--- config.mk ---
export PLATFORM = sky130hd
export DESIGN_NAME = wbs_mem_ctrl
export DESIGN_NICKNAME = d
export VERILOG_FILES = /design/src/rtl/wbs_mem_pkg.sv /design/src/rtl/wbs_addr_decode.sv /design/src/rtl/wbs_mem_ctrl.sv
export SDC_FILE = /design/constraint.sdc
export NUM_CORES = 1
export LEC_CHECK = 0
export CORE_AREA = 2 2 173 175
export DETAILED_ROUTE_END_ITERATION = 12
export DIE_AREA = 0 0 175 177
export PLACE_DENSITY = 0.61
export SLEW_MARGIN = 25
export SYNTH_ARGS = -nofsm -noshare
export SYNTH_HDL_FRONTEND = slang
export SYNTH_SLANG_ARGS = --single-unit
--- constraint.sdc ---
create_clock -name wb_clk_i -period 2.4 [get_ports wb_clk_i]
set_input_delay 0.6 -clock wb_clk_i [delete_from_list [all_inputs] [get_ports wb_clk_i]]
set_output_delay 0.6 -clock wb_clk_i [all_outputs]
set_load 0.02 [all_outputs]
--- src/rtl/wbs_mem_pkg.sv ---
// wbs_mem_pkg: shared types and constants for the Wishbone SRAM/CSR controller.
//   region_e    - address-map region selected by adr[19:16]
//   state_e     - transaction sequencer states
//   wb_req_t    - request fields held for the life of a multi-cycle access
//   CSR_*       - CSR byte offsets within region 0
//   region_csb  - active-low chip-select pattern for a memory region
package wbs_mem_pkg;

    localparam logic [31:0] BASE_ADDR_DEF = 32'h3000_0000;
    localparam logic [31:0] ADDR_MASK_DEF = 32'hFFF0_0000;

    localparam int unsigned CSR_OFF_W = 8;
    localparam int unsigned CSB_W     = 4;

    typedef enum logic [2:0] {
        REG_CSR   = 3'd0,
        REG_QUERY = 3'd1,
        REG_LEAF  = 3'd2,
        REG_BEST  = 3'd3,
        REG_NODE  = 3'd4
    } region_e;

    typedef enum logic [2:0] {
        ST_IDLE    = 3'd0,
        ST_MEM_WR  = 3'd1,
        ST_MEM_RD  = 3'd2,
        ST_RD_WAIT = 3'd3,
        ST_ACK     = 3'd4
    } state_e;

    typedef struct packed {
        region_e region;
        logic    half;
    } wb_req_t;

    localparam logic [CSR_OFF_W-1:0] CSR_MODE   = 8'h00;
    localparam logic [CSR_OFF_W-1:0] CSR_DEBUG  = 8'h04;
    localparam logic [CSR_OFF_W-1:0] CSR_DONE   = 8'h08;
    localparam logic [CSR_OFF_W-1:0] CSR_START  = 8'h0C;
    localparam logic [CSR_OFF_W-1:0] CSR_STATUS = 8'h10;

    // Chip-select bit order: [0] query, [1] leaf, [2] best, [3] node.
    function automatic logic [CSB_W-1:0] region_csb(input region_e r);
        case (r)
            REG_QUERY: return 4'b1110;
            REG_LEAF:  return 4'b1101;
            REG_BEST:  return 4'b1011;
            REG_NODE:  return 4'b0111;
            default:   return 4'b1111;
        endcase
    endfunction

endpackage

--- src/rtl/wbs_addr_decode.sv ---
// wbs_addr_decode: combinational decode of a Wishbone address.
//   adr       in  32      bus address
//   hit_c     out 1       address falls inside the user window
//   mapped_c  out 1       region field selects CSR/query/leaf/best/node
//   region_c  out enum    decoded region (REG_CSR when unmapped)
//   entry_c   out MEM_AW  64-bit SRAM word index
//   half_c    out 1       0 = bits 31:0, 1 = bits 63:32
//   csr_off_c out 8       CSR byte offset
module wbs_addr_decode
    import wbs_mem_pkg::*;
#(
    parameter int unsigned MEM_AW    = 9,
    parameter logic [31:0] BASE_ADDR = BASE_ADDR_DEF,
    parameter logic [31:0] ADDR_MASK = ADDR_MASK_DEF
) (
    input  logic [31:0]           adr,
    output logic                  hit_c,
    output logic                  mapped_c,
    output region_e               region_c,
    output logic [MEM_AW-1:0]     entry_c,
    output logic                  half_c,
    output logic [CSR_OFF_W-1:0]  csr_off_c
);

    logic [3:0] region_raw;

    assign region_raw = adr[19:16];
    assign hit_c      = ((adr & ADDR_MASK) == BASE_ADDR);
    assign mapped_c   = (region_raw <= 4'd4);
    assign region_c   = mapped_c ? region_e'(region_raw[2:0]) : REG_CSR;
    assign entry_c    = adr[MEM_AW+2:3];
    assign half_c     = adr[2];
    assign csr_off_c  = adr[7:0];

endmodule

--- src/rtl/wbs_mem_ctrl.sv ---
// wbs_mem_ctrl: Wishbone slave bridging the management bus to the accelerator
// SRAMs (query, leaf, best, node) and its control/status registers.
//   Wishbone : wb_clk_i, wb_rst_i (sync, active-high), wbs_stb_i, wbs_cyc_i,
//              wbs_we_i, wbs_sel_i (ignored), wbs_adr_i, wbs_dat_i,
//              wbs_ack_o, wbs_dat_o
//   SRAM     : mem_csb[3:0] (query/leaf/best/node, active-low), mem_web,
//              mem_addr, mem_wdata, {query,leaf,best,node}_rdata
//   Engine   : fsm_busy, fsm_done, fsm_start, mode, debug, host_owns_mem
// Optional: define WBS_RDCACHE_EN to keep the last read word so a following
// upper-half read of the same entry is answered without an SRAM access.
module wbs_mem_ctrl
    import wbs_mem_pkg::*;
#(
    parameter int unsigned MEM_AW    = 9,
    parameter int unsigned RD_LAT    = 1,
    parameter logic [31:0] BASE_ADDR = BASE_ADDR_DEF,
    parameter logic [31:0] ADDR_MASK = ADDR_MASK_DEF
) (
    input  logic              wb_clk_i,
    input  logic              wb_rst_i,
    input  logic              wbs_stb_i,
    input  logic              wbs_cyc_i,
    input  logic              wbs_we_i,
    input  logic [3:0]        wbs_sel_i,
    input  logic [31:0]       wbs_adr_i,
    input  logic [31:0]       wbs_dat_i,
    output logic              wbs_ack_o,
    output logic [31:0]       wbs_dat_o,
    output logic [3:0]        mem_csb,
    output logic              mem_web,
    output logic [MEM_AW-1:0] mem_addr,
    output logic [63:0]       mem_wdata,
    input  logic [63:0]       query_rdata,
    input  logic [63:0]       leaf_rdata,
    input  logic [63:0]       best_rdata,
    input  logic [63:0]       node_rdata,
    input  logic              fsm_busy,
    input  logic              fsm_done,
    output logic              fsm_start,
    output logic              mode,
    output logic              debug,
    output logic              host_owns_mem
);

    localparam int unsigned CNT_W = 2;

    logic                 hit_c, mapped_c, half_c;
    region_e              region_c;
    logic [MEM_AW-1:0]    entry_c;
    logic [CSR_OFF_W-1:0] csr_off_c;

    wbs_addr_decode #(
        .MEM_AW    (MEM_AW),
        .BASE_ADDR (BASE_ADDR),
        .ADDR_MASK (ADDR_MASK)
    ) u_decode (
        .adr       (wbs_adr_i),
        .hit_c     (hit_c),
        .mapped_c  (mapped_c),
        .region_c  (region_c),
        .entry_c   (entry_c),
        .half_c    (half_c),
        .csr_off_c (csr_off_c)
    );

    state_e            state, state_d;
    logic [CNT_W-1:0]  cnt, cnt_d;
    wb_req_t           req_q, req_d;
    logic              err, err_d;
    logic [31:0]       staging, staging_d;
    logic              ack_d, web_d, start_d, mode_d, debug_d, host_d, hold_c;
    logic [31:0]       dat_d;
    logic [3:0]        csb_d;
    logic [MEM_AW-1:0] addr_d;
    logic [63:0]       wdata_d;
    logic [63:0]       rd_word_c;
    logic              mem_wr_accept_c, cache_fill_c, cache_hit_c;
    logic [31:0]       cache_rd_c;

    // Read-data mux for the region of the access in flight.
    always_comb begin
        rd_word_c = '0;
        case (req_q.region)
            REG_QUERY: rd_word_c = query_rdata;
            REG_LEAF:  rd_word_c = leaf_rdata;
            REG_BEST:  rd_word_c = best_rdata;
            REG_NODE:  rd_word_c = node_rdata;
            default:   rd_word_c = '0;
        endcase
    end

`ifdef WBS_RDCACHE_EN
    logic              cache_vld;
    region_e           cache_region;
    logic [MEM_AW-1:0] cache_entry;
    logic [63:0]       cache_data;

    // Tag is dropped on any write to the tagged entry or whenever the engine is busy.
    always_ff @(posedge wb_clk_i) begin
        if (wb_rst_i) begin
            cache_vld    <= 1'b0;
            cache_region <= REG_CSR;
            cache_entry  <= '0;
            cache_data   <= '0;
        end else if (fsm_busy ||
                     (mem_wr_accept_c && region_c == cache_region && entry_c == cache_entry)) begin
            cache_vld <= 1'b0;
        end else if (cache_fill_c) begin
            cache_vld    <= 1'b1;
            cache_region <= req_q.region;
            cache_entry  <= mem_addr;
            cache_data   <= rd_word_c;
        end
    end

    assign cache_hit_c = cache_vld && (region_c == cache_region) && (entry_c == cache_entry);
    assign cache_rd_c  = cache_data[63:32];

    logic unused_bits;
    assign unused_bits = ^{wbs_sel_i};
`else
    assign cache_hit_c = 1'b0;
    assign cache_rd_c  = '0;

    logic unused_bits;
    assign unused_bits = ^{wbs_sel_i, mem_wr_accept_c, cache_fill_c};
`endif

    // Next-state and next-output logic.
    always_comb begin
        state_d         = state;
        cnt_d           = cnt;
        req_d           = req_q;
        err_d           = err;
        staging_d       = staging;
        ack_d           = 1'b0;
        dat_d           = wbs_dat_o;
        csb_d           = 4'hF;
        web_d           = 1'b1;
        addr_d          = mem_addr;
        wdata_d         = mem_wdata;
        start_d         = 1'b0;
        mode_d          = mode;
        debug_d         = debug;
        mem_wr_accept_c = 1'b0;
        cache_fill_c    = 1'b0;

        case (state)
            ST_IDLE: begin
                if (wbs_stb_i && wbs_cyc_i) begin
                    // Default path: single-cycle ack with zero data.
                    state_d      = ST_ACK;
                    ack_d        = 1'b1;
                    dat_d        = '0;
                    req_d.region = region_c;
                    req_d.half   = half_c;
                    if (!hit_c || !mapped_c) begin
                        err_d = 1'b1;
                    end else if (region_c == REG_CSR) begin
                        if (wbs_we_i) begin
                            case (csr_off_c)
                                CSR_MODE:   mode_d  = wbs_dat_i[0];
                                CSR_DEBUG:  debug_d = wbs_dat_i[0];
                                CSR_START:  start_d = wbs_dat_i[0] && !fsm_busy;
                                CSR_STATUS: if (wbs_dat_i[1]) err_d = 1'b0;
                                default:    ;
                            endcase
                        end else begin
                            case (csr_off_c)
                                CSR_MODE:   dat_d = {31'b0, mode};
                                CSR_DEBUG:  dat_d = {31'b0, debug};
                                CSR_DONE:   dat_d = {31'b0, fsm_done};
                                CSR_STATUS: dat_d = {30'b0, err, fsm_busy};
                                default:    dat_d = '0;
                            endcase
                        end
                    end else if (fsm_busy) begin
                        // Engine owns the SRAMs: refuse without touching them.
                        err_d = 1'b1;
                    end else if (wbs_we_i) begin
                        mem_wr_accept_c = 1'b1;
                        if (region_c == REG_NODE) begin
                            if (!half_c) begin
                                state_d = ST_MEM_WR;
                                ack_d   = 1'b0;
                                csb_d   = region_csb(region_c);
                                web_d   = 1'b0;
                                addr_d  = entry_c;
                                wdata_d = {32'b0, wbs_dat_i};
                            end
                        end else if (!half_c) begin
                            staging_d = wbs_dat_i;
                        end else begin
                            state_d = ST_MEM_WR;
                            ack_d   = 1'b0;
                            csb_d   = region_csb(region_c);
                            web_d   = 1'b0;
                            addr_d  = entry_c;
                            wdata_d = {wbs_dat_i, staging};
                        end
                    end else begin
                        if (region_c == REG_NODE && half_c) begin
                            dat_d = '0;
                        end else if (half_c && cache_hit_c) begin
                            dat_d = cache_rd_c;
                        end else begin
                            state_d = ST_MEM_RD;
                            ack_d   = 1'b0;
                            csb_d   = region_csb(region_c);
                            addr_d  = entry_c;
                        end
                    end
                end
            end
            ST_MEM_WR: begin
                state_d = ST_ACK;
                ack_d   = 1'b1;
                dat_d   = '0;
            end
            ST_MEM_RD: begin
                state_d = ST_RD_WAIT;
                cnt_d   = '0;
            end
            ST_RD_WAIT: begin
                if (cnt == CNT_W'(RD_LAT - 1)) begin
                    state_d      = ST_ACK;
                    ack_d        = 1'b1;
                    dat_d        = req_q.half ? rd_word_c[63:32] : rd_word_c[31:0];
                    cache_fill_c = 1'b1;
                end else begin
                    cnt_d = cnt + CNT_W'(1);
                end
            end
            ST_ACK: begin
                state_d = ST_IDLE;
            end
            default: begin
                state_d = ST_IDLE;
            end
        endcase

        // An SRAM access already under way keeps the host mux until it is back in IDLE.
        hold_c = (state_d inside {ST_MEM_WR, ST_MEM_RD, ST_RD_WAIT}) ||
                 (state inside {ST_MEM_WR, ST_RD_WAIT});
        host_d = hold_c ? 1'b1 : !fsm_busy;
    end

    // State and output registers.
    always_ff @(posedge wb_clk_i) begin
        if (wb_rst_i) begin
            state         <= ST_IDLE;
            cnt           <= '0;
            req_q         <= '0;
            err           <= 1'b0;
            staging       <= '0;
            wbs_ack_o     <= 1'b0;
            wbs_dat_o     <= '0;
            mem_csb       <= 4'hF;
            mem_web       <= 1'b1;
            mem_addr      <= '0;
            mem_wdata     <= '0;
            fsm_start     <= 1'b0;
            mode          <= 1'b0;
            debug         <= 1'b0;
            host_owns_mem <= 1'b1;
        end else begin
            state         <= state_d;
            cnt           <= cnt_d;
            req_q         <= req_d;
            err           <= err_d;
            staging       <= staging_d;
            wbs_ack_o     <= ack_d;
            wbs_dat_o     <= dat_d;
            mem_csb       <= csb_d;
            mem_web       <= web_d;
            mem_addr      <= addr_d;
            mem_wdata     <= wdata_d;
            fsm_start     <= start_d;
            mode          <= mode_d;
            debug         <= debug_d;
            host_owns_mem <= host_d;
        end
    end

endmodule

==> impl_results.md, run 1 <==
- Compound-gate portion of the synthesized area: 24.0%
- Final hold viol count: 0
- Final Cycle Share: 99.1%
- Share of cells above drive strength 1: 8.85%
- Worst reg2reg path endpoint: wbs_dat_o[5]
- Hold Crit Start: cnt[1]
- Dpl ws: -464 ps
- R2R setup slack: 260 ps
- Met1 usage: 26.8%
- Post-Synth Adder-Cell Area: 0.157%
- Setup TNS: 0 ps
- Gate Count Post-Synth: 890
- Fill cells: 2782
- Critical Path RT: 2750 ps
- Post-Synth XOR/XNOR Area: 0.220%
- Input/output buffers: 437
- Crit-path max FO: 3
- Total gr overflow: 0
- Ranking of synthesized cells by area: dfxtp_1 39%, mux2i_1 17%, nor2_1 7.0%
- Cell Rows: 63
- M3 GR Usage: 8.08%
- Post-synth ARST share: 0%
- Max Root-Sink Buffers: 2
- Unrepaired setup endpoints after global routing: true
- Hold Crit Depth: 2
- Max transition margin: 46.2%
- Startpoint types: input port
- Via/cell ratio: 5.08
- Syn Nets: 1222
- Leakage: 4.64 nW
- Post-DP HPWL: 27400 um
- CP endpoint kind: flip-flop
- Area of the die: 0.0310 sq mm
- Worst Skew: 17.7 ps
- Hold worst-path end: cnt[1]
- Largest family of logic cells by synthesized area: compound AO/OA/AOI/OAI gates
- Routability Congestion: 0.876
- FF+latch count, synth: 157
- Top post-synthesis cells by count: 157 x dfxtp_1, 149 x nor2_1, 138 x mux2i_1
- DRC violations left: 0
- Worst Tran Pin Value: 803 ps
- Synth Flop Type: dfxtp_1
- Slew Limit Fails: 0
- Clk sink count: 157
- Fmax: 421 MHz
- Initial antenna violation count: 16
- Tot GR Track Use: 22.5%
- Share of the synthesized area in the top cell type: 39.5%
- Via count: 8813
- Clock transition at the registers of the reported paths: 80 ps
- DR iter-0 viols: 528
- Simple-gate area share of the yosys netlist: 13.4%
- Post-synthesis sequential area ratio: 39.5%
- Die height: 177 um
- Hold WC Path Type: flip-flop to flip-flop
- R2R depth: 5
- Yosys warns: 0
- CORE AREA: 0.0292 sq mm
- Number of flops mapped to enable cells by yosys: 0
- Total CTS buffers: 17
- Max IR drop VDD: 0.389 mV
- TritonCTS clock tree: built
- Root Buffer: clkbuf_16
- Vias in the first global route: 8599
- M2 GR Usage: 37.5%
- Io pins: 446
- Crit path arrival time: 2730 ps
- Pwr Total: 6.29 mW
- Clk_lat worst skew: 440 ps
- Setup Viol. Count Final: 0
- Final core utilization: 47.2%
- Synthesis-to-finish area growth: 73.4%
- Critical R2R Launch: req_q[3]
- Yosys cell types: 56
- Synth Area per Inst: 8.95 sq um
- Max Cap Viol: 0
- Mux cell area share after synthesis: 17.8%
- Most frequent cell after synthesis: dfxtp_1
- Min Tclk post-route: 2380 ps
- Final WS setup: 22.1 ps
- Total Routed Length: 36900 um
- 1st-pass router iterations: 5
- Post-synth top area cell: dfxtp_1
- Grt peak-use layer: met2
- Pwr/cell area: 456 mW/mm^2
- WL/cell: 21.3 um
- Global-route wire length before repair: 52800 um
- Final #Nets: 1653
- Status: completed
- Synthesized area: 0.00796 sq mm
- Chip width: 175 um
- ANT nets after route: 0
- Starting Density: 27.2%
- Crit Path Class: input port to flip-flop
- H-tree depth: 4
- Largest net degree at the start of global routing: 67
-- flip-flops by register name, indices dropped and copies added, names as in the netlist --
register       flops
req_q              4
mem_addr           9
mem_wdata         64
mem_web            1
err                1
staging           32
fsm_start          1
state              3
wbs_ack_o          1
mem_csb            4
mode               1
cnt                2
host_owns_mem      1
debug              1
wbs_dat_o         32
-- critical path, stage by stage --
cell	delay [ps]
clkdlybuf4s50_1	460
or4_1	590
or3_1	410
or4_1	480
nor3b_1	170
-- cell families (layout without fill, tap and decap cells) --
group           Yosys count  after routing
buf+inv                  93            537
other cells               0             11
fa+ha+maj                 1              1
compound gates          270            270
xor+xnor                  2              2
flops                   157            157
mux                     140            140
simple gates            227            227
-- worst max-delay path by stage --
stage                  startpoint       endpoint  slack (ps)  cells past startpoint
floorplan           wbs_adr_i[25]  mem_wdata[54]          70                      7
global placement    wbs_adr_i[25]    mem_addr[3]        -440                      8
detailed placement  wbs_adr_i[25]    mem_addr[2]        -460                      8
CTS                 wbs_adr_i[21]    mem_addr[2]           9                      8
global route        wbs_adr_i[20]    mem_addr[2]         -30                      8
finish              wbs_adr_i[21]      fsm_start          20                      5
-- where the power goes --
| group | switching [mW] | total, mW | internal (mW) |
|---|---|---|---|
| Clock | 1.34 | 2.75 | 1.41 |
| Combinational | 0.333 | 0.936 | 0.604 |
| Sequential | 0.00527 | 2.61 | 2.61 |
| Total | 1.68 | 6.29 | 4.62 |
-- layout by cell type (no fill, tap or decap), drive strengths merged, types with 3 or more instances in the layout --
master	count
a211oi	32
a21oi	66
a221oi	6
a22oi	63
a32o	30
and2	5
buf	60
clkbuf	19
clkdlybuf4s50	432
clkinv	6
dfxtp	157
diode	11
dlymetal6s2s	4
inv	15
mux2i	138
nand2	18
nand2b	9
nand3	6
nor2	149
nor2b	6
nor3	3
nor4	9
o211ai	4
o21ai	31
o221ai	26
or3	4
or4	5
-- metal layers --
metal  vias up  part of all wire [%]
met1      4192                    41
li1       4215                     -
met4         4                   2.4
met2       353                    48
met5         -                 0.068
met3        49                   9.1
-- cell type report --
| cell class | count | area, sq um | area share, % |
|---|---|---|---|
| Timing Repair Buffer | 498 | 5010 | 36.3 |
| Multi-Input combinational cell | 640 | 4520 | 32.7 |
| Sequential cell | 157 | 3150 | 22.8 |
| Tap cell | 390 | 488 | 3.53 |
| Clock buffer | 18 | 429 | 3.11 |
| Clock inverter | 14 | 165 | 1.20 |
| Antenna cell | 11 | 27.5 | 0.199 |
| Inverter | 7 | 26.3 | 0.190 |
-- per-stage QoR --
stage | cells | hold WS [ps] | area [sq um]
final | 1735 | 463 | 13800
after global routing | 1732 | 477 | 13800
after CTS | 1721 | 464 | 13700
after detailed placement | 1687 | 453 | 13000
after global placement | 1687 | 441 | 13000
after floorplan | 890 | 432 | 7960
-- what timing repair did --
item	CTS	global route
cloned	1	1
gates resized for setup	1	17
pin swaps	1	5
hold buffers	0	0
setup buffers	1	2
endpoints found under the setup margin	3	86
Note: power is estimated with default switching activity, not from simulation.
==> run 2, diff against run 1 <==
--- a/config.mk
+++ b/config.mk
@@ -9,6 +9,7 @@
 export DETAILED_ROUTE_END_ITERATION = 12
 export DIE_AREA = 0 0 175 177
 export PLACE_DENSITY = 0.61
+export SKIP_LAST_GASP = 1
 export SLEW_MARGIN = 25
 export SYNTH_ARGS = -nofsm -noshare
 export SYNTH_HDL_FRONTEND = slang
==> run 2 against run 1 <==
Against the previous run:
- critical path depth is the same
- setup slack is essentially flat
- clock skew grew 1.2 ps
- non-clock buffer count is the same
- die area is the same
- largest cell class unchanged
- routed wire length grew 0.10%
- clock-buffer cell count is the same
- sequential power is essentially flat
==> impl_results.md, run 2 (synthesized netlist as in run 1, its figures left out) <==
- Worst reg2reg path endpoint: wbs_dat_o[5] (unchanged)
- Critical Path RT: 2750 ps (about the same)
- R2R setup slack: 270 ps (was 260 ps)
- Total gr overflow: 0 (unchanged)
- DR iter-0 viols: 558 (was 528)
- Cell Rows: 63 (unchanged)
- Min Tclk post-route: 2380 ps (about the same)
- Via/cell ratio: 5.10 (was 5.08)
- Max transition margin: 45.9% (was 46.2%)
- Worst-path cell chain: clkdlybuf4s50_1 > or4_1 > or3_1 > or4_1 > nor3b_1 (unchanged)
- Hold WC Path Type: flip-flop to flip-flop (unchanged)
- 1st-pass router iterations: 5 (unchanged)
- Total Routed Length: 36900 um (about the same)
- TritonCTS clock tree: built (unchanged)
- Startpoint types: input port (unchanged)
- Share of cells above drive strength 1: 8.70% (was 8.85%)
- Crit-path slowest cell: or4_1 (unchanged)
- CP endpoint kind: flip-flop (unchanged)
- Io pins: 446 (unchanged)
- Input/output buffers: 437 (unchanged)
- Area of the die: 0.0310 sq mm (unchanged)
- Hold Crit Depth: 2 (unchanged)
- Crit Path Class: input port to flip-flop (unchanged)
- Number of buffers and inverters on the critical path: 1 (unchanged)
- Tot GR Track Use: 22.5% (unchanged)
- WL/cell: 21.3 um (about the same)
- Clk sink count: 157 (unchanged)
- Max Cap Viol: 0 (unchanged)
- Synthesis-to-finish area growth: 73.2% (was 73.4%)
- Largest net degree at the start of global routing: 67 (unchanged)
- Worst hold margin: 462 ps (was 463 ps)
- Crit path largest cell delay: 590 ps (about the same)
- Hold Crit Start: cnt[1] (unchanged)
- Leakage: 4.62 nW (was 4.64 nW)
- Most frequent CP cell: or4_1 (unchanged)
- Max Root-Sink Buffers: 2 (unchanged)
- Top register by number of flip-flops: mem_wdata (unchanged)
- Die height: 177 um (unchanged)
- Max FFs per register: 64 (unchanged)
- Routability Congestion: 0.876 (unchanged)
- DRC violations left: 0 (unchanged)
- Unrepaired setup endpoints after global routing: true (unchanged)
- Final core utilization: 47.2% (about the same)
- Slew Limit Fails: 0 (unchanged)
- Total CTS buffers: 17 (unchanged)
- Clock transition at the registers of the reported paths: 80 ps (about the same)
- Biggest registers after layout: mem_wdata: 64 flops, staging: 32 flops, wbs_dat_o: 32 flops (unchanged)
- Setup Viol. Count Final: 0 (unchanged)
- Root Buffer: clkbuf_16 (unchanged)
- Via count: 8855 (was 8813)
- Hold worst-path end: cnt[1] (unchanged)
- Final Cycle Share: 99.1% (about the same)
- H-tree depth: 4 (unchanged)
- Global-route wire length before repair: 52800 um (unchanged)
- Final #Nets: 1653 (unchanged)
- Max IR drop VDD: 0.390 mV (was 0.389 mV)
- Vias in the first global route: 8599 (unchanged)
- Worst Skew: 19.0 ps (was 17.7 ps)
- R2R depth: 5 (unchanged)
- Crit path arrival time: 2730 ps (about the same)
- Post-DP HPWL: 27400 um (unchanged)
- Crit-path max FO: 3 (unchanged)
- Clk_lat worst skew: 440 ps (about the same)
- Chip width: 175 um (unchanged)
- Worst Tran Pin Value: 808 ps (was 803 ps)
- Most frequent cells in the layout: 434 x clkdlybuf4s50_1, 156 x dfxtp_1, 148 x nor2_1, 138 x mux2i_1, 64 x a21oi_1 (was 432 x clkdlybuf4s50_1, 156 x dfxtp_1, 148 x nor2_1, 138 x mux2i_1, 64 x a21oi_1)
- Starting Density: 27.2% (unchanged)
- Most common cell after layout, fill and taps aside: clkdlybuf4s50_1 (unchanged)
- Status: completed (unchanged)
- Crit-path leading delay family: simple AND/OR/NAND/NOR gates (unchanged)
- CORE AREA: 0.0292 sq mm (unchanged)
- Critical R2R Launch: req_q[3] (unchanged)
- Final hold viol count: 0 (unchanged)
- Pwr/cell area: 456 mW/mm^2 (about the same)
- Fmax: 421 MHz (about the same)
- Initial antenna violation count: 16 (unchanged)
- ANT nets after route: 0 (unchanged)
==> run 2: cell count changes in the layout (fill, tap and decap cells not counted), sizes merged <==
cell | previous run | this run
clkdlybuf4s50 | 432 | 434
dlymetal6s2s | 4 | 2
==> run 2: worst reg2reg max path: stages (launching register included) <==
cell and delay [ps]:
dfxtp_1 380, buf_4 340, nand2b_1 390, buf_4 410, o221ai_1 190, a32o_1 300
==> run 2: what timing repair did <==
item                       4_1_cts  5_1_grt
hold buffers                     0        0
hold endpoints to repair         0        0
cloned                           1        1
buffers inserted                 1        2
setup endpoints to repair        3       86
pin swaps                        1        5
gates resized for setup          1       13
==> run 2: worst max-delay path by stage <==
stage	from	endpoint	cells past startpoint	slack [ps]
floorplan	wbs_adr_i[25]	mem_wdata[54]	7	70
global placement	wbs_adr_i[25]	mem_addr[3]	8	-440
detailed placement	wbs_adr_i[25]	mem_addr[2]	8	-460
CTS	wbs_adr_i[21]	mem_addr[2]	8	9
global route	wbs_adr_i[22]	mem_addr[2]	8	-70
finish	wbs_adr_i[21]	fsm_start	5	20
==> run 2: through the flow <==
stage	std cells	power, mW	setup TNS [ps]	cell area (sq um)	worst slack (ps)
finish	1735	6.30	0	13800	22.4
floorplan	890	2.90	0	7960	71.7
CTS	1721	6.40	0	13700	9.29
global route	1732	6.56	-480	13800	-68.6
detailed placement	1687	3.60	-46850	13000	-464
global placement	1687	3.59	-45250	13000	-442
==> run 2: area by class of cell <==
class / count / area (sq um)
fill: 2781 / 15400
antenna: 11 / 27.5
tap: 390 / 488
clock buffer: 18 / 429
multi-input combinational: 640 / 4510
clock inverter: 14 / 165
inverter: 7 / 26.3
timing repair buffer: 498 / 5000
sequential: 157 / 3150
==> run 2: power by group <==
group,switching (mW),leakage (nW),internal [mW]
Sequential,0.00522,1.27,2.61
Combinational,0.332,3.07,0.604
Clock,1.34,0.290,1.41
Total,1.68,4.62,4.62
==> run 2: per-layer routing <==
metal,up-vias,GRT usage [%],part of all wire [%]
met5,-,0,0.068
met3,49,8.08,8.8
met4,4,7.95,2.5
met2,362,37.5,48
li1,4215,-,-
met1,4225,26.8,41
==> run 3, diff against run 2 <==
--- a/config.mk
+++ b/config.mk
@@ -5,10 +5,12 @@
 export SDC_FILE = /design/constraint.sdc
 export NUM_CORES = 1
 export LEC_CHECK = 0
-export CORE_AREA = 2 2 173 175
+export CORE_AREA = 5 5 171 173
+export CTS_CLUSTER_DIAMETER = 150
 export DETAILED_ROUTE_END_ITERATION = 12
-export DIE_AREA = 0 0 175 177
-export PLACE_DENSITY = 0.61
+export DIE_AREA = 0 0 176 178
+export PLACE_DENSITY = 0.64
+export SKIP_CTS_REPAIR_TIMING = 1
 export SKIP_LAST_GASP = 1
 export SLEW_MARGIN = 25
 export SYNTH_ARGS = -nofsm -noshare
==> run 3 against run 2 <==
Against the previous run:
- flip-flop and latch count unchanged
- global-route usage is essentially flat
- largest power group unchanged
- routed wire length increased by 3.5%
- highest routed layer unchanged
- sequential power hardly changed
- maximum frequency rose by 1.4%
- clock skew grew 4.9 ps
- sequential share of layout area down 0.11 points
==> impl_results.md, run 3 (synthesized netlist as in run 1, its figures left out) <==
- Startpoint types: input port (unchanged)
- Max IR drop VDD: 0.392 mV (was 0.390 mV)
- DR iter-0 viols: 552 (was 558)
- Comb pwr share: 14.8% (was 14.9%)
- Clk sink count: 157 (unchanged)
- Max Cap Viol: 0 (unchanged)
- Pwr/cell area: 455 mW/mm^2 (was 456 mW/mm^2)
- Root Buffer: clkbuf_16 (unchanged)
- Crit-path max FO: 4 (was 3)
- Largest net degree at the start of global routing: 111 (was 67)
- Crit-path slowest cell: or4_4 (was or4_1)
- WL/cell: 22.4 um (was 21.3 um)
- Starting Density: 29.0% (was 27.2%)
- CP endpoint kind: flip-flop (unchanged)
- Worst Skew: 23.8 ps (was 19.0 ps)
- Top register by number of flip-flops: mem_wdata (unchanged)
- Setup TNS: 0 ps (unchanged)
- Dpl ws: -456 ps (was -464 ps)
- Leakage: 4.70 nW (was 4.62 nW)
- ANT nets after route: 0 (unchanged)
- Clock transition at the registers of the reported paths: 70 ps (was 80 ps)
- Via/cell ratio: 5.22 (was 5.10)
- Biggest registers after layout: mem_wdata: 64 flops, staging: 32 flops, wbs_dat_o: 32 flops (unchanged)
- Routability Congestion: 0.917 (was 0.876)
- Clock group share of total power: 43.8% (was 43.7%)
- Setup Viol. Count Final: 0 (unchanged)
- Tot GR Track Use: 22.5% (about the same)
- Most common cell after layout, fill and taps aside: clkdlybuf4s50_1 (unchanged)
- Global-route wire length before repair: 54400 um (was 52800 um)
- Most frequent cells in the layout: 433 x clkdlybuf4s50_1, 156 x dfxtp_1, 148 x nor2_1, 138 x mux2i_1, 65 x a21oi_1 (was 434 x clkdlybuf4s50_1, 156 x dfxtp_1, 148 x nor2_1, 138 x mux2i_1, 64 x a21oi_1)
- Final #Nets: 1664 (was 1653)
- Max Root-Sink Buffers: 2 (unchanged)
- Initial antenna violation count: 13 (was 16)
- Dpl cells: 1650 (was 1687)
- Number of buffers and inverters on the critical path: 3 (was 1)
- Non-filler cells, final: 1704 (was 1735)
- Chip width: 176 um (was 175 um)
- Total CTS buffers: 17 (unchanged)
- Share of cells above drive strength 1: 9.74% (was 8.70%)
- Input/output buffers: 437 (unchanged)
- Crit Path Class: input port to flip-flop (unchanged)
- Post-DP HPWL: 28400 um (was 27400 um)
- Sequential share of power: 41.4% (was 41.5%)
- Crit path largest cell delay: 530 ps (was 590 ps)
- Clk_lat worst skew: 440 ps (about the same)
- Slew Limit Fails: 0 (unchanged)
- Int Pwr: 4.65 mW (was 4.62 mW)
- Critical Path RT: 2700 ps (was 2750 ps)
- Max FFs per register: 64 (unchanged)
- Synthesis-to-finish area growth: 74.0% (was 73.2%)
- NetSw: 1.66 mW (was 1.68 mW)
- Max transition margin: 37.8% (was 45.9%)
- H-tree depth: 4 (unchanged)
- Fmax: 426 MHz (was 421 MHz)
- Post-route design area: 0.0139 sq mm (was 0.0138 sq mm)
- Final WS setup: 54.1 ps (was 22.4 ps)
- Io pins: 446 (unchanged)
- Via count: 8902 (was 8855)
- Crit path arrival time: 2650 ps (was 2730 ps)
- Area after DPL: 0.0130 sq mm (unchanged)
- Hold WC Path Type: flip-flop to flip-flop (unchanged)
- Crit-path leading delay family: simple AND/OR/NAND/NOR gates (unchanged)
- Worst Tran Pin Value: 929 ps (was 808 ps)
- Total Routed Length: 38200 um (was 36900 um)
- TritonCTS clock tree: built (unchanged)
- Final Cycle Share: 97.7% (was 99.1%)
- Area of the die: 0.0313 sq mm (was 0.0310 sq mm)
- DRC violations left: 0 (unchanged)
- Min Tclk post-route: 2350 ps (was 2380 ps)
- 1st-pass router iterations: 5 (unchanged)
- Die height: 178 um (was 177 um)
- CORE AREA: 0.0275 sq mm (was 0.0292 sq mm)
- Switching portion of total power: 26.3% (was 26.6%)
- Final hold viol count: 0 (unchanged)
- Cell Rows: 61 (was 63)
- Vias in the first global route: 9008 (was 8599)
- Status: completed (unchanged)
- Unrepaired setup endpoints after global routing: true (unchanged)
- Total gr overflow: 0 (unchanged)
- Worst-path cell chain: clkdlybuf4s50_1 > nor4_4 > nand4_2 > buf_6 > or4_4 > buf_4 > mux2i_1 > nor2_1 (was clkdlybuf4s50_1 > or4_1 > or3_1 > or4_1 > nor3b_1)
==> run 3: stage by stage <==
stage	hold WS, ps	util [%]	power, mW
detailed placement	453	47.5	3.60
floorplan	432	-	2.90
CTS	464	49.7	6.38
finish	462	50.4	6.31
global route	479	50.4	6.58
global placement	443	47.5	3.59
==> run 3: area by class of cell <==
class                           count  area, sq um
Clock inverter                     14          163
Fill cell                        2589        13600
Inverter                            7         26.3
Tap cell                          346          433
Sequential cell                   157         3150
Antenna cell                       13         32.5
Multi-Input combinational cell    640         4520
Clock buffer                       18          439
Timing Repair Buffer              509         5100
==> run 3: worst paths after layout <==
check	slack, ps	startpoint	end	cells after the start
worst max-delay path	50	wbs_adr_i[26]	mem_addr[0]	8
worst min-delay path	460	cnt[1]	cnt[1]	2
worst max register to register	310	req_q[3]	wbs_dat_o[22]	6
worst min register to register	460	cnt[1]	cnt[1]	2
==> run 3: worst min-delay path, cell delays in order, from the launching register on <==
cell and delay [ps]:
dfxtp_1 310, nand2_1 50, a21oi_1 50
==> run 3: power groups by stage <==
stage / Clock (mW) / Sequential (mW) / Combinational, mW
CTS: 2.84 / 2.61 / 0.929
detailed placement: 0 / 2.67 / 0.923
floorplan: 0 / 2.67 / 0.232
global route: 2.97 / 2.61 / 0.996
finish: 2.76 / 2.61 / 0.935
global placement: 0 / 2.67 / 0.915
==> run 3: layer usage <==
| layer | global-route usage, % | share of wire (%) | vias to the layer above |
|---|---|---|---|
| met4 | 12.3 | 4.4 | 2 |
| met3 | 7.72 | 8.5 | 60 |
| met1 | 27.1 | 41 | 4250 |
| met2 | 35.4 | 46 | 356 |
| met5 | 0 | 0.034 | - |
| li1 | - | - | 4234 |
==> RTL change 1: new RTL, settings of run 1 <==
Take the reset off `mem_wdata` and load it in a clocked block of its own.
--- a/src/rtl/wbs_mem_ctrl.sv
+++ b/src/rtl/wbs_mem_ctrl.sv
@@ -258,7 +258,6 @@
             mem_csb       <= 4'hF;
             mem_web       <= 1'b1;
             mem_addr      <= '0;
-            mem_wdata     <= '0;
             fsm_start     <= 1'b0;
             mode          <= 1'b0;
             debug         <= 1'b0;
@@ -274,7 +273,6 @@
             mem_csb       <= csb_d;
             mem_web       <= web_d;
             mem_addr      <= addr_d;
-            mem_wdata     <= wdata_d;
             fsm_start     <= start_d;
             mode          <= mode_d;
             debug         <= debug_d;
@@ -282,5 +280,9 @@
         end
     end
 
+    always_ff @(posedge wb_clk_i) begin
+        mem_wdata <= wdata_d;
+    end
+
 endmodule
 
Function: not settled (the Yosys comparison gave no result); the edit may change what the design does.
==> RTL change 1 against run 1 <==
  * The flow now finishes with violations (negative setup slack)
  * Power rose by 2.5%
  * Routed wire length fell by 8.7%
  * Critical path depth rose by 4
  * Synthesized area fell by 0.30%
  * Clock skew fell by 0.0057 ns
  * First-iteration DRC count fell by 27%
  * Synthesized cell count fell by 8.7%
  * Final area rose by 2.5%
  * Sequential cell count did not move
  * Global-route usage fell by 2.0 points
  * Setup slack got worse by 0.22 ns
  * Count of clock-buffer cells in the layout fell by 1
==> RTL change 1: results (changes against run 1) <==
\begin{tabular}{lr}
\hline
Metric & Value \\
\hline
\multicolumn{2}{l}{\textbf{Global route}} \\
Number of antenna violations at the first check in global routing & 1 (was 16) \\
Total global-route track usage & 20.46\% (was 22.49\%) \\
First-pass GRT wire length & 48600 µm (was 52820 µm) \\
\multicolumn{2}{l}{\textbf{Outcome}} \\
Run status & complete, but fails checks (was complete, no violations) \\
Failing checks & negative setup slack \\
\multicolumn{2}{l}{\textbf{Placement}} \\
Placer congestion estimate & 0.8377 (was 0.8760) \\
Post-place instance area & 13150 µm² (was 13040 µm²) \\
Placed wire-length estimate after detailed placement & 24410 µm (was 27410 µm) \\
Worst setup timing slack at the placement stage & -0.8320 ns (was -0.4635 ns) \\
\multicolumn{2}{l}{\textbf{Layout}} \\
Number of diodes & 0 (was 11) \\
Number of filler cells placed in the layout & 2711 (was 2782) \\
Cell Count, Final, Fillers Out & 1680 (was 1735) \\
\multicolumn{2}{l}{\textbf{Yosys}} \\
Number of enable flip-flop cells after synthesis & 64 (was 0) \\
Gate count after technology mapping & 813 (was 890) \\
Synth unique cells & 49 (was 56) \\
Top cells by area in the synthesized netlist & edfxtp\_1 24\%, dfxtp\_1 23\%, mux2i\_1 8.1\% (was dfxtp\_1 39\%, mux2i\_1 17\%, nor2\_1 7.0\%) \\
Most frequent cells after synthesis & 132 x nand2\_1, 93 x dfxtp\_1, 66 x clkbuf\_1 (was 157 x dfxtp\_1, 149 x nor2\_1, 138 x mux2i\_1) \\
Seq/Total Area, Yosys & 47.65\% (was 39.47\%) \\
Nets in the synthesized netlist & 1145 (was 1222) \\
\multicolumn{2}{l}{\textbf{Setup path}} \\
Reg2Reg Setup Slack & 0.14 ns (was 0.26 ns) \\
Arr. time, crit path & 2.75 ns (was 2.73 ns) \\
Library cell contributing the largest single delay on the critical path & or4\_4 (was or4\_1) \\
Source of the worst register-to-register timing path & state[2] (was req\_q[3]) \\
Reg-to-Reg End & mem\_wdata[24] (was wbs\_dat\_o[5]) \\
Largest stage delay on the critical path & 0.54 ns (was 0.59 ns) \\
Maximum net fanout on the critical path & 6 (was 3) \\
Worst-case reg-to-reg path depth & 7 (was 5) \\
\multicolumn{2}{l}{\textbf{Detailed routing}} \\
Drt initial violations & 386 (was 528) \\
Average wire length per cell after detail routing & 20.04 µm (was 21.25 µm) \\
Via density per instance & 4.948 (was 5.080) \\
\multicolumn{2}{l}{\textbf{STA}} \\
Final setup viols & 78 (was 0) \\
Tightest hold margin & 0.4360 ns (was 0.4625 ns) \\
Skew final & 0.01200 ns (was 0.01774 ns) \\
Crit path setup slack, layout & -0.2008 ns (was 0.02211 ns) \\
\multicolumn{2}{l}{\textbf{Power and ir drop}} \\
Worst voltage drop across the vdd grid & 0.3069 mV (was 0.3887 mV) \\
Standby leakage power & 4.960 nW (was 4.641 nW) \\
\multicolumn{2}{l}{\textbf{Hold path}} \\
Hold Crit Start & wbs\_dat\_o[28] (was cnt[1]) \\
\hline
\end{tabular}
## RTL change 1: how the worst max path moves through the flow
stage | startpoint | end | slack (ns) | cells after the start
after floorplan | wbs_adr_i[25] | mem_wdata[0] | -1.06 | 4
after global placement | wbs_adr_i[25] | mem_csb[3] | -0.83 | 6
after detailed placement | wbs_adr_i[25] | mem_csb[3] | -0.83 | 6
after CTS | wbs_adr_i[31] | mem_wdata[24] | -0.23 | 9
after global routing | wbs_adr_i[26] | mem_wdata[24] | -0.22 | 9
final | wbs_adr_i[26] | mem_wdata[24] | -0.20 | 9
## RTL change 1: logic make-up after synthesis
group	Yosys count	synth area share [%]
muxes	100	13.17
AOI/OAI and AO/OA	231	20.22
buffers and inverters	77	3.672
DFF	157	47.65
and+or+nand+nor	247	15.13
adders and majority gates	1	0.1576
## RTL change 1: layout make-up
type / count / area [µm²] / share of cell area, %
well taps: 390 / 488.0 / 3.446
multi-input cells: 579 / 3988 / 28.16
clock inverters: 15 / 177.7 / 1.255
repair buffers: 518 / 5279 / 37.28
flip-flops and latches: 157 / 3789 / 26.75
inverters: 4 / 15.01 / 0.1060
clock buffers: 17 / 425.4 / 3.004
## RTL change 1: worst reg2reg max path: stages, from the launching register on
cell,delay (ns)
dfxtp_1,0.37
or4_4,0.59
or3_4,0.43
nor2_4,0.13
buf_6,0.13
buf_12,0.10
buf_12,0.12
buf_16,0.13
## RTL change 1: through the flow
stage               TNS (ns)  util (%)  power, W
CTS                   -11.69     48.35  0.006511
floorplan             -71.68         -  0.003047
global route          -11.39     48.42  0.006667
detailed placement   -106.79     44.95  0.003726
global placement     -103.50     44.95  0.003721
finish                -8.868     48.42  0.006451
## RTL change 1: report_power, final
| group | total, W | leakage [nW] | internal [W] | switching [W] |
|---|---|---|---|---|
| logic | 0.000887 | 3.28 | 0.000592 | 0.000295 |
| clock network | 0.00278 | 0.288 | 0.00149 | 0.00129 |
| registers | 0.00278 | 1.39 | 0.00277 | 0.0000144 |
| total | 0.00645 | 4.96 | 0.00485 | 0.00160 |
## RTL change 1: layer usage
metal,up-vias,track usage (%),share of wire (%)
met5,-,0,0.030
met4,2,6.597,2.1
met3,48,5.477,6.9
met2,304,35.62,51
met1,3966,24.52,40
li1,3993,-,-
## RTL change 1: timing repair
action                                 4_1_cts  5_1_grt
hold buffers                                 0        0
pin swaps                                    9       14
resized for setup                           58       18
gates cloned                                 7        4
endpoints found under the hold margin        0        0
setup endpoints to repair                  117      113
setup buffers                               12        5
==> RTL change 2: new RTL, config.mk and constraints of run 1 <==
Made on the original files. Add a define of `WBS_RDCACHE_EN`.
--- a/src/rtl/wbs_mem_ctrl.sv
+++ b/src/rtl/wbs_mem_ctrl.sv
@@ -8,6 +8,8 @@
 //   Engine   : fsm_busy, fsm_done, fsm_start, mode, debug, host_owns_mem
 // Optional: define WBS_RDCACHE_EN to keep the last read word so a following
 // upper-half read of the same entry is answered without an SRAM access.
+`define WBS_RDCACHE_EN
+
 module wbs_mem_ctrl
     import wbs_mem_pkg::*;
 #(
Check against the original RTL: not settled (the Yosys comparison gave no result); the edit may change what the design does.
==> RTL change 2 against run 1 <==
  * Non-clock buffer count increased by 43
  * Setup slack improved by 0.058 ns
  * Clock skew increased by 0.00060 ns
  * Synthesized area increased by 30%
  * Sequential cell count increased by 45
  * Critical path depth increased by 2
  * Final cell count increased by 20%
  * Clock power increased by 25%
  * Routed wire length increased by 19%
  * Power increased by 28%
  * Final area increased by 25%
  * Via count increased by 25%
  * First-iteration DRC count increased by 17%
  * Critical endpoint is now debug
  * Largest power group unchanged
==> RTL change 2: results (changes against run 1) <==
\begin{tabular}{lr}
\hline
Metric & Value \\
\hline
\multicolumn{2}{l}{\textbf{Power and ir drop}} \\
Standby leakage power & 5.633 nW (was 4.641 nW) \\
Worst voltage drop across the vdd grid & 0.4256 mV (was 0.3887 mV) \\
Combinational group share of total power & 15.2\% (was 14.9\%) \\
Clk pwr & 0.00344 W (was 0.00275 W) \\
\multicolumn{2}{l}{\textbf{Clocking}} \\
Clock latency at the later pin of the worst-skew pair & 0.51 ns (was 0.44 ns) \\
Clock-pin slew on the worst setup and hold paths & 0.06 ns (was 0.08 ns) \\
\multicolumn{2}{l}{\textbf{Global route}} \\
Met1 Track Usage GR & 31.35\% (was 26.76\%) \\
Total global-route track usage & 26.87\% (was 22.49\%) \\
Number of global-route vias before repair & 10820 (was 8599) \\
GRT met2 Usage & 46.89\% (was 37.45\%) \\
\multicolumn{2}{l}{\textbf{STA}} \\
Crit share post-route & 96.67\% (was 99.08\%) \\
Slew Limit Headroom & 52.24\% (was 46.20\%) \\
Skew final & 0.01834 ns (was 0.01774 ns) \\
\multicolumn{2}{l}{\textbf{Hold path}} \\
Hold Path Depth & 3 (was 2) \\
Worst hold path endpoint & mem\_addr[5] (was cnt[1]) \\
\multicolumn{2}{l}{\textbf{Detailed routing}} \\
Average wire length per cell after detail routing & 21.08 µm (was 21.25 µm) \\
Met2 WL & 21980 µm (was 17590 µm) \\
DRT met1 WL & 17390 µm (was 15030 µm) \\
\multicolumn{2}{l}{\textbf{Setup path}} \\
Worst-case reg-to-reg path depth & 9 (was 5) \\
Reg2Reg Setup Slack & 0.21 ns (was 0.26 ns) \\
Source of the worst register-to-register timing path & state[2] (was req\_q[3]) \\
Timing startpoint of the critical path & wbs\_adr\_i[6] (was wbs\_adr\_i[21]) \\
\multicolumn{2}{l}{\textbf{Placement}} \\
Worst setup timing slack at the placement stage & -0.7526 ns (was -0.4635 ns) \\
Post-place instance area & 16060 µm² (was 13040 µm²) \\
\multicolumn{2}{l}{\textbf{Outcome}} \\
Run status & complete, no violations (unchanged) \\
\hline
\end{tabular}
[RTL change 2: cell types whose count changed after synthesis, sizes merged, moves of 30 or more]
cell | before | now
a211oi | 32 | 126
nand2 | 18 | 106
dfxtp | 157 | 202
o22ai | 1 | 35
nand3 | 6 | 38
a32o | 30 | 0
o22a | 0 | 30
[RTL change 2: logic make-up (layout without fill, tap and decap cells)]
logic type      count (synthesis)  count (layout)  synth area share (%)
simple gates                  395             395                 17.04
compound gates                335             335                 24.31
flops                         202             202                 39.03
mux                           139             139                 13.45
buf+inv                       121             590                 4.794
xor+xnor                       12              12                 1.014
fa+ha+maj                       3               3                0.3623
other cells                     0              11                     0
[RTL change 2: final cells by class]
cell class                 instances  area (µm²)
antenna                           11       27.53
clock buffer                      34       666.9
clock inverter                     7       60.06
fill                            2686       12000
inverter                           8       32.53
multi-input combinational        884        6392
sequential                       202        4050
tap                              390       488.0
timing repair buffer             541        5528
